$ cat src/rtl/hack_mem_arbiter.sv
// Purpose: two-master arbiter in front of the single-port Hack data memory (RAM16K, screen, keyboard).
// Latency: the memory access is registered one cycle after the transfer; read data and rvalid follow one cycle later (2 cycles in total).
// Backpressure: each port stalls through a low gnt. A wins by default, and B is forced in once it has waited B_STARVE_LIMIT A grants.
//
// Ports:
//   clk, reset              - clock; asynchronous active-high reset
//   a_* / b_*               - requester ports: req/we/addr/wdata in, gnt (comb), rdata/rvalid out
//   mem_in/mem_address/mem_load - registered access driven to the memory block
//   mem_out                 - combinational read data from the memory block
//   bad_addr                - one-cycle pulse for a dropped write or an unmapped read
module hack_mem_arbiter #(
  parameter int unsigned B_STARVE_LIMIT = 4,
  parameter logic [14:0] KBD_ADDR       = 15'h6000
) (
  input  logic        clk,
  input  logic        reset,
  input  logic        a_req,
  input  logic        a_we,
  input  logic [14:0] a_addr,
  input  logic [15:0] a_wdata,
  output logic        a_gnt,
  output logic [15:0] a_rdata,
  output logic        a_rvalid,
  input  logic        b_req,
  input  logic        b_we,
  input  logic [14:0] b_addr,
  input  logic [15:0] b_wdata,
  output logic        b_gnt,
  output logic [15:0] b_rdata,
  output logic        b_rvalid,
  output logic [15:0] mem_in,
  output logic [14:0] mem_address,
  output logic        mem_load,
  input  logic [15:0] mem_out,
  output logic        bad_addr
);

  localparam logic [3:0] LIMIT = 4'(B_STARVE_LIMIT);

  logic [3:0]  starve_cnt;
  logic        b_prio;
  logic        xfer;
  logic        x_we;
  logic [14:0] x_addr;
  logic [15:0] x_wdata;
  logic        x_below_kbd;
  logic        x_unmapped;
  logic        x_bad;

  // Pending-read tag carried from the transfer cycle into the memory cycle
  logic        rd_pend;
  logic        rd_port_b;
  logic        rd_zero;
  logic [15:0] rd_val;

  assign b_prio = (starve_cnt >= LIMIT);

  // Grants are gated by reset so that nothing is accepted while the pipeline is being cleared
  always_comb begin
    a_gnt = 1'b0;
    b_gnt = 1'b0;
    if (!reset) begin
      if (a_req && (!b_req || !b_prio)) begin
        a_gnt = 1'b1;
      end else if (b_req) begin
        b_gnt = 1'b1;
      end
    end
  end

  assign xfer    = a_gnt | b_gnt;
  assign x_we    = b_gnt ? b_we    : a_we;
  assign x_addr  = b_gnt ? b_addr  : a_addr;
  assign x_wdata = b_gnt ? b_wdata : a_wdata;

  assign x_below_kbd = (x_addr < KBD_ADDR);
  assign x_unmapped  = (x_addr > KBD_ADDR);
  // The keyboard register is read-only, so any write at or above it is illegal
  assign x_bad       = xfer & (x_we ? !x_below_kbd : x_unmapped);

  // Starvation counter: counts A wins while B waits, and saturates so that B keeps priority
  always_ff @(posedge clk or posedge reset) begin
    if (reset) begin
      starve_cnt <= 4'd0;
    end else if (b_gnt || !b_req) begin
      starve_cnt <= 4'd0;
    end else if (a_gnt && (starve_cnt != 4'd15)) begin
      starve_cnt <= starve_cnt + 4'd1;
    end
  end

  // Access stage: register the winning request toward the memory
  always_ff @(posedge clk or posedge reset) begin
    if (reset) begin
      mem_address <= '0;
      mem_in      <= '0;
      mem_load    <= 1'b0;
      bad_addr    <= 1'b0;
      rd_pend     <= 1'b0;
      rd_port_b   <= 1'b0;
      rd_zero     <= 1'b0;
    end else begin
      mem_load  <= xfer & x_we & x_below_kbd;
      bad_addr  <= x_bad;
      rd_pend   <= xfer & !x_we;
      rd_port_b <= b_gnt;
      rd_zero   <= x_unmapped;
      if (xfer) begin
        mem_address <= x_addr;
        mem_in      <= x_wdata;
      end
    end
  end

  assign rd_val = rd_zero ? 16'h0000 : mem_out;

  // Return stage: steer the read data to the port named by the tag
  always_ff @(posedge clk or posedge reset) begin
    if (reset) begin
      a_rdata  <= '0;
      b_rdata  <= '0;
      a_rvalid <= 1'b0;
      b_rvalid <= 1'b0;
    end else begin
      a_rvalid <= rd_pend & !rd_port_b;
      b_rvalid <= rd_pend & rd_port_b;
      if (rd_pend && !rd_port_b) begin
        a_rdata <= rd_val;
      end
      if (rd_pend && rd_port_b) begin
        b_rdata <= rd_val;
      end
    end
  end

endmodule

$ cat config.mk
export PLATFORM = sky130hd
export DESIGN_NAME = hack_mem_arbiter
export DESIGN_NICKNAME = d
export VERILOG_FILES = /design/src/rtl/hack_mem_arbiter.sv
export SDC_FILE = /design/constraint.sdc
export NUM_CORES = 1
export LEC_CHECK = 0
export CELL_PAD_IN_SITES_DETAIL_PLACEMENT = 1
export CELL_PAD_IN_SITES_GLOBAL_PLACEMENT = 2
export CORE_ASPECT_RATIO = 0.5
export CORE_MARGIN = 2
export CORE_UTILIZATION = 21
export CTS_CLUSTER_DIAMETER = 80
export DETAILED_ROUTE_END_ITERATION = 16
export PLACE_DENSITY = 0.85
export SETUP_SLACK_MARGIN = 0.3
export SLEW_MARGIN = 10
export SYNTH_ARGS = -nofsm -noshare
export SYNTH_HDL_FRONTEND = slang
export SYNTH_SLANG_ARGS = --single-unit
$ cat constraint.sdc
create_clock -name clk -period 3.2 [get_ports clk]
set_input_delay 0.48 -clock clk [delete_from_list [all_inputs] [get_ports clk]]
set_output_delay 0.48 -clock clk [all_outputs]
set_load 0.02 [all_outputs]
==> metrics.md <==
| Metric | Value |
|---|---|
| Setup repair bufs after CTS | `0` |
| Crit Path Class | `input pin to output port` |
| Nets | `about 540` |
| Leakage power | `approximately 2.2 nW` |
| GRT Resource Usage Total | `between 10 and 15%` |
| Clock slew at reported path FFs | `~0.060 ns` |
| Via density | `~4.1` |
| Total power | `3.24 mW` |
| Worst IR Drop VDD | `approximately 320 µV` |
| Number of buffers created by CTS | `9` |
| Slew Limit Fails | `0` |
| Post-synth top area share | `between 50% and 60%` |
| # setup viols final | `0` |
| Unrepaired setup endpoints after global routing | `no` |
| Initial Util | `21.8%` |
| HP Class | `input pin to async pin` |
| Area delta synth->final | `66.0%` |
| Post-layout util | `36.1%` |
| Setup crit end kind | `output port` |
| Drt initial violations | `around 100` |
| Max-cap violations | `0` |
| Antenna cells | `0` |
| Pwr per Cell Area | `613 mW/mm²` |
| CTS sink count | `74` |
| Status | `finished clean` |
| Sequential share of the synthesized area | `58.2%` |
| Fin. Hold Viols | `0` |
| # hold bufs at CTS | `0` |
| Post-DP Area | `0.00492 mm²` |
| Avg WL per Cell | `14.5 µm` |
| Detailed-placement wirelength estimate | `between 7 and 8 mm` |
| Grt ovf | `0` |
| Final Skew | `approximately 0.0035 ns` |
| Htree depth | `3` |
| Pre-antenna DRT Iters | `4` |
| Syn nets | `around 390` |
| Yosys top cell by area | `dfrtp_1` |
| CTS max path bufs | `2` |
| Largest family of logic cells by synthesized area | `simple AND/OR/NAND/NOR gates` |
| Synthesized netlist cell count | `between 300 and 400` |
| Commonest cells after routing, fill and taps aside | `152 x clkdlybuf4s50_1, 74 x dfrtp_1, 67 x nand2_1, 64 x o21ai_0, 33 x mux2i_1` |
| Synth top area cells | `dfrtp_1 58%, mux2i_1 10%, o21ai_0 10%` |
| Die Footprint | `around 0.016 mm²` |
| WP data required | `about 2.7 ns` |
| CP arrival | `~2.1 ns` |
| Syn_area_per_cell | `just over 10 µm²` |
| Synth Area in Simple Gates | `~16%` |
| Antenna-violating nets left | `0` |
| Number of global-route vias before repair | `about 2900` |
| Later-pin clock latency in the skew report | `approximately 0.32 ns` |
| R2r setup slk | `about 1.3 ns` |
| Row cnt | `31` |
| DRC viols | `0` |
| Reg2Reg Depth | `4` |
| Largest net degree at the start of global routing | `61` |
| Tmin final | `2.56 ns` |
| Crit path launch type | `input pin` |
| Vias post-DR | `2716` |
| Root Buffer | `clkbuf_16` |
| Post-synthesis mux area share | `between 10% and 20%` |
| PostCTS Resize Cnt | `0` |
| Most common cell after layout, fill and taps aside | `clkdlybuf4s50_1` |
| DIE HEIGHT | `about 90 µm` |
| XOR/XNOR Fraction of Synth Area | `less than 1%` |
| Complex-gate fraction of the synthesized area | `approximately 11%` |
| Final worst slack | `about 0.64 ns` |
| Fin crit share | `roughly four fifths` |
| CTS tree | `built` |
| Slew HR | `about a quarter` |
| Antenna violations before repair | `0` |
| Worst Path Max Fanout | `5` |
| Port bufs | `152` |
| Die Width | `178 µm` |
| Core area | `about 0.015 mm²` |
| First-pass GRT wire length | `approximately 16 mm` |
| Final wirelength | `around 9.6 mm` |
| I/O pin total | `153` |
| Post-Synth Adder-Cell Area | `0.393%` |
| Fmax | `around 390 MHz` |
| Share of post-route cells with drive strength above 1 | `under 10%` |
| Setup TNS | `0 ns` |
| FF+latch count, synth | `74` |
| RR Endpoint | `bad_addr` |
| Cell variety after synth | `25` |
| Ys Warns | `0` |
| Design Area, Final | `0.00529 mm²` |
| RD Place Congestion | `around 0.74` |
| Post-Place Setup Slack | `roughly 0.61 ns` |
| Worst-Margin Slew | `between 1 and 1.5 ns` |
| Reg-to-reg startpoint | `starve_cnt[3]` |
| Mapped Area | `between 0.003 and 0.004 mm²` |
[cells in the mapped netlist]
library cell and instances:
dfrtp_1 74, nand2_1 67, o21ai_0 65, mux2i_1 33, nand2b_1 18, clkbuf_1 11, nor2_1 5, inv_1 4
nor4_1 4, buf_6 3, nand4_1 3, nor3_1 3, a21oi_1 2, buf_1 2, buf_2 2, nand3_1 2
nor3b_1 2, and3_1 1, and3b_1 1, ha_1 1, mux2_4 1, nor2b_1 1, nor4_2 1, o311a_4 1
xor2_1 1
[registers in the layout, indices dropped and copies added, names as in the netlist, 4 cells and up]
signal	flops
starve_cnt	4
mem_address	15
b_rdata	16
mem_in	16
a_rdata	16
[final cells by class]
class	instances	area, µm²
Clock buffer	11	243
Clock inverter	5	125
Fill cell	1633	9340
Inverter	4	18.8
Multi-Input combinational cell	212	1230
Sequential cell	74	1850
Tap cell	198	248
Timing Repair Buffer	156	1560
[cell families (layout without fill, tap and decap cells)]
group,count (synthesis),in the layout
AOI/OAI and AO/OA,68,68
xor gates and xnor gates,1,1
adders and majority gates,1,1
buffers and inverters,22,176
DFF,74,74
muxes,34,34
and+or+nand+nor,108,108
[how the worst max path moves through the flow]
stage | startpoint | to | slack, ns | cells past startpoint
after global placement | b_req | bad_addr | 0.69 | 5
final | b_req | a_gnt | 0.64 | 4
after detailed placement | b_req | bad_addr | 0.61 | 5
after floorplan | reset | b_gnt | 0.48 | 4
after CTS | b_req | a_gnt | 0.64 | 4
after global routing | b_req | a_gnt | 0.55 | 4
[worst max-delay path: stages]
cell and delay, ns:
clkdlybuf4s50_1 0.62, o21ai_0 0.18, and3_1 0.25, clkdlybuf4s50_1 0.55
[report_power, final]
part / internal, mW / leakage (nW) / switching, mW
clock: 0.861 / 0.180 / 0.377
sequential: 1.09 / 0.922 / 0.0828
combinational: 0.421 / 1.09 / 0.412
[stage by stage]
stage                     hold slack (ns)  instances
after global placement              0.463        644
after detailed placement            0.470        644
final                               0.406        660
after global routing                0.429        660
after floorplan                     0.506        308
after CTS                           0.394        660
[layer usage]
layer / GRT usage (%) / wire length [µm] / up-vias
li1: - / - / 1346
met1: 14.8 / 4010 / 1296
met2: 21.6 / 5020 / 61
met3: 3.35 / 398 / 13
met4: 3.96 / 141 / 0
met5: 0 / 0 / -
No activity file was read; power rests on OpenSTA's default activity.
